$ cat src/rtl/cim_inst_issue.sv
// Generic synchronous FIFO used as the instruction buffer.
// Latency: a word written at edge N is visible on rd_dat after edge N.
// Backpressure: caller must not push when full or pop when empty; clr empties it.
module cim_fifo #(
    parameter int W     = 32,
    parameter int DEPTH = 4
) (
    input  logic                       clk,
    input  logic                       rst_n,
    input  logic                       clr,
    input  logic                       push,
    input  logic                       pop,
    input  logic [W-1:0]               wr_dat,
    output logic [W-1:0]               rd_dat,
    output logic                       full,
    output logic                       empty,
    output logic [$clog2(DEPTH):0]     level
);
    localparam int AW = $clog2(DEPTH);
    localparam int LW = AW + 1;

    logic [W-1:0]  mem [DEPTH];
    logic [AW-1:0] wr_ptr;
    logic [AW-1:0] rd_ptr;

    assign rd_dat = mem[rd_ptr];
    assign full   = (level == LW'(DEPTH));
    assign empty  = (level == '0);

    // Storage carries no reset; only pointers and occupancy define validity.
    always_ff @(posedge clk) begin
        if (push) begin
            mem[wr_ptr] <= wr_dat;
        end
    end

    always_ff @(posedge clk) begin
        if (!rst_n || clr) begin
            wr_ptr <= '0;
            rd_ptr <= '0;
            level  <= '0;
        end else begin
            if (push) begin
                wr_ptr <= wr_ptr + 1'b1;
            end
            if (pop) begin
                rd_ptr <= rd_ptr + 1'b1;
            end
            case ({push, pop})
                2'b10:   level <= level + 1'b1;
                2'b01:   level <= level - 1'b1;
                default: level <= level;
            endcase
        end
    end
endmodule

// CIM instruction buffer/decoder feeding rw_control; drops NOP, illegal and out-of-range words.
// Latency: word pushed at edge N is presented on issue_* after edge N+1 when the path is idle.
// Backpressure: inst_ready falls when the FIFO is full or flushing; issue stalls on !issue_ready.
module cim_inst_issue #(
    parameter int FIFO_DEPTH = 4,
    parameter int OP_MAX     = 15,
    parameter int ADDR_LIMIT = 512,
    parameter int ERR_CNT_W  = 16
) (
    input  logic                          clk,
    input  logic                          rst_n,
    input  logic                          flush,
    input  logic                          inst_valid,
    output logic                          inst_ready,
    input  logic [31:0]                   inst_data,
    output logic                          issue_valid,
    input  logic                          issue_ready,
    output logic [4:0]                    issue_op,
    output logic [8:0]                    issue_s1,
    output logic [8:0]                    issue_s2,
    output logic [8:0]                    issue_d1,
    output logic                          err_pulse,
    output logic [1:0]                    err_code,
    output logic [ERR_CNT_W-1:0]          err_count,
    output logic [$clog2(FIFO_DEPTH):0]   fifo_level,
    output logic                          busy
);
    localparam logic [1:0] ERR_ILLEGAL = 2'b01;
    localparam logic [1:0] ERR_BADADDR = 2'b10;

    logic        fifo_full;
    logic        fifo_empty;
    logic [31:0] head;
    logic        push;
    logic        pop;

    logic [4:0]  h_op;
    logic [8:0]  h_s1;
    logic [8:0]  h_s2;
    logic [8:0]  h_d1;
    logic        h_illegal;
    logic        h_badaddr;
    logic        h_nop;
    logic        h_ok;
    logic        head_act;
    logic        stage_free;
    logic        issue_load;
    logic        err_drop;

    assign inst_ready = rst_n && !fifo_full && !flush;
    assign push       = inst_valid && inst_ready;

    cim_fifo #(
        .W     (32),
        .DEPTH (FIFO_DEPTH)
    ) u_fifo (
        .clk    (clk),
        .rst_n  (rst_n),
        .clr    (flush),
        .push   (push),
        .pop    (pop),
        .wr_dat (inst_data),
        .rd_dat (head),
        .full   (fifo_full),
        .empty  (fifo_empty),
        .level  (fifo_level)
    );

    assign h_op = head[31:27];
    assign h_s1 = head[26:18];
    assign h_s2 = head[17:9];
    assign h_d1 = head[8:0];

    // Illegal opcode takes priority over a bad address on the same word.
    assign h_illegal = int'(h_op) > OP_MAX;
    assign h_badaddr = !h_illegal && ((int'(h_s1) >= ADDR_LIMIT) ||
                                      (int'(h_s2) >= ADDR_LIMIT) ||
                                      (int'(h_d1) >= ADDR_LIMIT));
    assign h_nop     = !h_illegal && !h_badaddr && (h_op == 5'd0);
    assign h_ok      = !h_illegal && !h_badaddr && !h_nop;

    assign head_act   = !fifo_empty && !flush;
    assign stage_free = !issue_valid || issue_ready;
    assign issue_load = head_act && h_ok && stage_free;
    assign err_drop   = head_act && (h_illegal || h_badaddr);
    assign pop        = head_act && (!h_ok || stage_free);

    always_ff @(posedge clk) begin
        if (!rst_n) begin
            issue_valid <= 1'b0;
            issue_op    <= '0;
            issue_s1    <= '0;
            issue_s2    <= '0;
            issue_d1    <= '0;
        end else if (flush) begin
            issue_valid <= 1'b0;
        end else if (issue_load) begin
            issue_valid <= 1'b1;
            issue_op    <= h_op;
            issue_s1    <= h_s1;
            issue_s2    <= h_s2;
            issue_d1    <= h_d1;
        end else if (issue_ready) begin
            issue_valid <= 1'b0;
        end
    end

    // Error reporting lands one cycle after the offending word is popped.
    always_ff @(posedge clk) begin
        if (!rst_n) begin
            err_pulse <= 1'b0;
            err_code  <= 2'b00;
            err_count <= '0;
        end else begin
            err_pulse <= err_drop;
            if (err_drop) begin
                err_code <= h_illegal ? ERR_ILLEGAL : ERR_BADADDR;
                if (err_count != {ERR_CNT_W{1'b1}}) begin
                    err_count <= err_count + 1'b1;
                end
            end
        end
    end

    assign busy = (fifo_level != '0) || issue_valid;
endmodule

$ cat config.mk
export PLATFORM = sky130hd
export DESIGN_NAME = cim_inst_issue
export DESIGN_NICKNAME = d
export VERILOG_FILES = /design/src/rtl/cim_inst_issue.sv
export SDC_FILE = /design/constraint.sdc
export NUM_CORES = 1
export LEC_CHECK = 0
export CAP_MARGIN = 20
export CORE_UTILIZATION = 56
export CTS_BUF_LIST = sky130_fd_sc_hd__clkbuf_8
export DETAILED_ROUTE_END_ITERATION = 7
export GPL_TIMING_DRIVEN = 0
export PLACE_DENSITY = 0.81
export SYNTH_ARGS = -nofsm -noshare
export SYNTH_HDL_FRONTEND = slang
export SYNTH_HIERARCHICAL = 1
export SYNTH_SLANG_ARGS = --single-unit
$ cat constraint.sdc
create_clock -name clk -period 8.75 [get_ports clk]
set_input_delay 1.75 -clock clk [delete_from_list [all_inputs] [get_ports clk]]
set_output_delay 1.75 -clock clk [all_outputs]
set_load 0.01 [all_outputs]
==> results of run 1 <==
==> routing by layer <==
layer	wire length [µm]	part of all wire (%)	track usage [%]	vias up
met3	828	6.2	5.851	24
met1	5415	40	26.37	2032
met5	0	0	0	-
met2	6951	52	37.87	140
li1	-	-	-	1907
met4	265	2.0	9.957	0
==> path summary, 6_finish.rpt <==
kind	slack [ns]	endpoint	depth (start not counted)	startpoint
setup / recovery	3.58	inst_ready	4	rst_n
hold / removal	0.47	issue_op[4]	2	issue_op[4]
setup reg to reg	5.08	u_fifo/level[2]	12	flip-flop
hold reg to reg	0.47	issue_op[4]	2	issue_op[4]
==> cell type report <==
class / instances / area [µm²]
Clock buffer: 19 / 261.5
Tap cell: 172 / 215.2
Timing Repair Buffer: 94 / 935.9
Fill cell: 846 / 3874
Buffer: 18 / 130.1
Sequential cell: 189 / 5065
Inverter: 10 / 37.54
Clock inverter: 13 / 91.34
Multi-Input combinational cell: 220 / 1958
==> metrics by stage <==
step           total power (µW)  instances  worst slack (ns)  hold WS, ns  instance area [µm²]
3_5_place_dp               1035        702             3.522       0.4548                 8337
5_1_grt                    1572        735             3.440       0.5115                 8695
4_1_cts                    1535        734             3.517       0.4690                 8690
6_report                   1524        735             3.575       0.4704                 8695
2_1_floorplan              1002        437             4.919       0.4541                 7186
3_3_place_gp               1033        702             3.535       0.4377                 8332
==> layout by cell type (no fill, tap or decap), drive strengths merged, types with 8 or more instances in the layout <==
cell,instances
mux2i,33
o21ai,8
or3,8
buf,9
clkdlybuf4s50,93
nor2,49
edfxtp,128
a21oi,13
mux4,32
clkbuf,29
inv,14
clkinv,8
dfxtp,61
nand2,9
==> synth_stat cells (5+ instances only) <==
| cell type | instances |
|---|---|
| sky130_fd_sc_hd__nor2_1 | 49 |
| sky130_fd_sc_hd__ha_1 | 6 |
| sky130_fd_sc_hd__buf_2 | 5 |
| sky130_fd_sc_hd__mux4_2 | 30 |
| sky130_fd_sc_hd__and2_1 | 5 |
| sky130_fd_sc_hd__nand2_1 | 9 |
| sky130_fd_sc_hd__inv_1 | 10 |
| sky130_fd_sc_hd__or3_1 | 8 |
| sky130_fd_sc_hd__mux2i_1 | 33 |
| sky130_fd_sc_hd__or4_1 | 6 |
| sky130_fd_sc_hd__nand3_1 | 6 |
| sky130_fd_sc_hd__dfxtp_1 | 61 |
| sky130_fd_sc_hd__edfxtp_1 | 128 |
| sky130_fd_sc_hd__o21ai_0 | 8 |
| sky130_fd_sc_hd__clkbuf_1 | 9 |
| sky130_fd_sc_hd__a21oi_1 | 13 |
| sky130_fd_sc_hd__nor3_1 | 5 |
==> critical path: stages <==
cell                              delay (ns)
sky130_fd_sc_hd__clkdlybuf4s50_1        0.71
sky130_fd_sc_hd__inv_1                  0.12
sky130_fd_sc_hd__nor3_1                 0.25
sky130_fd_sc_hd__clkdlybuf4s50_1        0.59
==> registers in the layout (all words and copies together), names as in the netlist, 3 cells and up, named ones only <==
| name | count |
|---|---|
| u_fifo/mem | 128 |
| issue_s2 | 9 |
| u_fifo/level | 3 |
| issue_d1 | 9 |
| issue_op | 5 |
| err_count | 16 |
| issue_s1 | 9 |
==> report_power, final <==
part | switching, µW | internal, µW | total [µW] | leakage (µW)
clock | 297 | 212 | 509 | 0.000185
combinational | 25.5 | 27.8 | 53.3 | 0.000875
sequential | 2.56 | 958 | 961 | 0.00165
==> logic make-up after synthesis <==
family / after synthesis
flops: 189
simple gates: 109
mux: 65
compound gates: 34
buf+inv: 28
fa+ha+maj: 7
xor+xnor: 5
==> results.txt, run 1 <==
- The run finished with clean final reports.
- The final-report hold violation count came to 0.
- In this run the cell area of the synthesized design comes to 0.007186 mm².
- TritonCTS clock tree: yes
* H-tree depth: 4
- The total area inside the core boundary comes to 0.01257 mm².
- Data arrival, critical path: 3.42 ns
- Synth Instances: 437
- Number of clock sinks seen by CTS: 189
* Top Ports: 94
- Input/output buffers: 93
* Total clock buffers created by CTS: 17
- Of the total synthesized cell area, the portion taken by XOR and XNOR cells is 0.6094%.
- Aggregate routed wire length: 13460 µm
- Setup violations remaining at the end of the flow were counted as 0.
- Number of design-rule violations left by the first detailed-router iteration: 272
- Of all cell types, the one taking the most synthesized area is sky130_fd_sc_hd__edfxtp_1.
* Antenna Nets Post-Route: 0
* Most area-consuming cells after synthesis: sky130_fd_sc_hd__edfxtp_1 (53%), sky130_fd_sc_hd__dfxtp_1 (17%), sky130_fd_sc_hd__mux4_2 (9.4%)
- Type of the setup path with the least slack: in -> out
- After clock tree synthesis, the flow added hold-fix buffers numbering 0.
* Total congestion overflow: 0
- Measured against its own limit, the worst slew margin works out to 37.91%.
* Number of enable-type register cells in the synthesized netlist: 128
- 0 antenna diodes ended up in the layout.
* Die boundary height: 115.3 µm
* Clock Tree Buf Depth: 2
- Routed vias/inst: 5.582
* Router iterations before antenna repair: 4
- Post-route clock period utilization: 59.14%
- At the later pin of the worst-skew pair, clock insertion delay measures 0.46 ns.
- The number of antenna violations at the first check in global routing was 0.
- Routability-driven placement finished with a final weighted congestion of 0.8086.
- In the final timing run, aggregate negative setup slack is 0 ns.
- Leading register cell type out of synthesis: sky130_fd_sc_hd__edfxtp_1
* Count of unresolved DRC violations after routing: 0
- Measured against the total synthesized area, the mux share comes to 14.73%.
- In the final layout, the share of cells above drive strength 1 is 13.32%.
- After clock tree synthesis, the clock-pin slew on the worst setup and hold paths is 0.09 ns.
* Maximum number of pins on one net before global-route repair: 33
- Share of synthesized cell area in full adder, half adder and majority cells: 1.323%
- Across the VDD grid, the largest voltage drop is 140.5 µV.
- At the end of the flow, the number of nets in the layout was 594.
* Peak clock frequency supported by timing: 193.2 MHz
* Class of the tightest hold or removal check: reg -> reg
- Synthesized-area fraction occupied by and/or/nand/nor cells: 7.609%
* GRT Resource Usage Total: 22.10%
- Area growth, synth to finish: 21.00%
- Buffers added to address setup during post-CTS repair amount to 0.
- Dividing the synthesized area by the synthesized cell count gives 16.44 µm².
* Complex-gate fraction of the synthesized area: 2.908%
* Required arrival time at the worst endpoint: 7.00 ns
* Routed wire length per instance: 18.31 µm
* Endpoint kind of the worst setup timing path: output pin
- Sequential share of the synthesized area: 70.49%
- Largest family of logic cells by synthesized area: multiplexers
- For the final database, setup skew stands at 0.009814 ns.
- For this run, the number of Yosys warnings is 6.
- Summed over all cells, the static leakage comes to 0.002708 µW.
- Number of max-slew violations in the final report: 0
- Maximum fanout encountered on the critical timing path: 10
- Fin crit period: 5.175 ns
* Starting density of the core: 57.17%
* Root Buffer Master: sky130_fd_sc_hd__clkbuf_8
* Quantity of gates resized following cts: 0
- Synth top area share: 53.49%
- Row generation in the floorplan step produced 41 rows.
* Finished Core Util: 69.18%
- The synthesized design contains 189 register bits.
- The tool flagged a number of max-cap violations equal to 0.
- Pwr/cell area: 175.2 mW/mm²
- Wire length of the first global-routing pass: 21020 µm
- Worst Tran Pin Value: 0.9185 ns
- Summing over every cut layer, the via total after detailed routing is 4103.
- STA classifies the critical path startpoint as an input pin.
- Net count of the mapped netlist: 481
- Setup repair after global routing left no endpoint under its margin.
- The via count of the first global-routing pass was 4208.
* Count of distinct cell types in the synthesized netlist: 43
- Full die area: 0.01329 mm²
- After synthesis, the share of flip-flops with an asynchronous set or reset is 0%.
- Die Width: 115.3 µm
- After legalization and detailed placement, the total HPWL measured 8796 µm.
No activity file was read; power rests on OpenSTA's default activity.
==> inputs of run 2 (changes only) <==
clock period = 5.1 ns   (was 8.75 ns; I/O delays follow)
==> results of run 2 <==
The final DEF is identical to that of run 1. Status: finished, final reports clean.
Main changes from that run: setup slack after placement 3.522 ns -> 1.332 ns; setup slack after layout 3.575 ns -> 1.385 ns; register-to-register setup slack 5.08 ns -> 1.43 ns; total power 1524 µW -> 2614 µW; worst IR drop on VDD 140.5 µV -> 241.0 µV
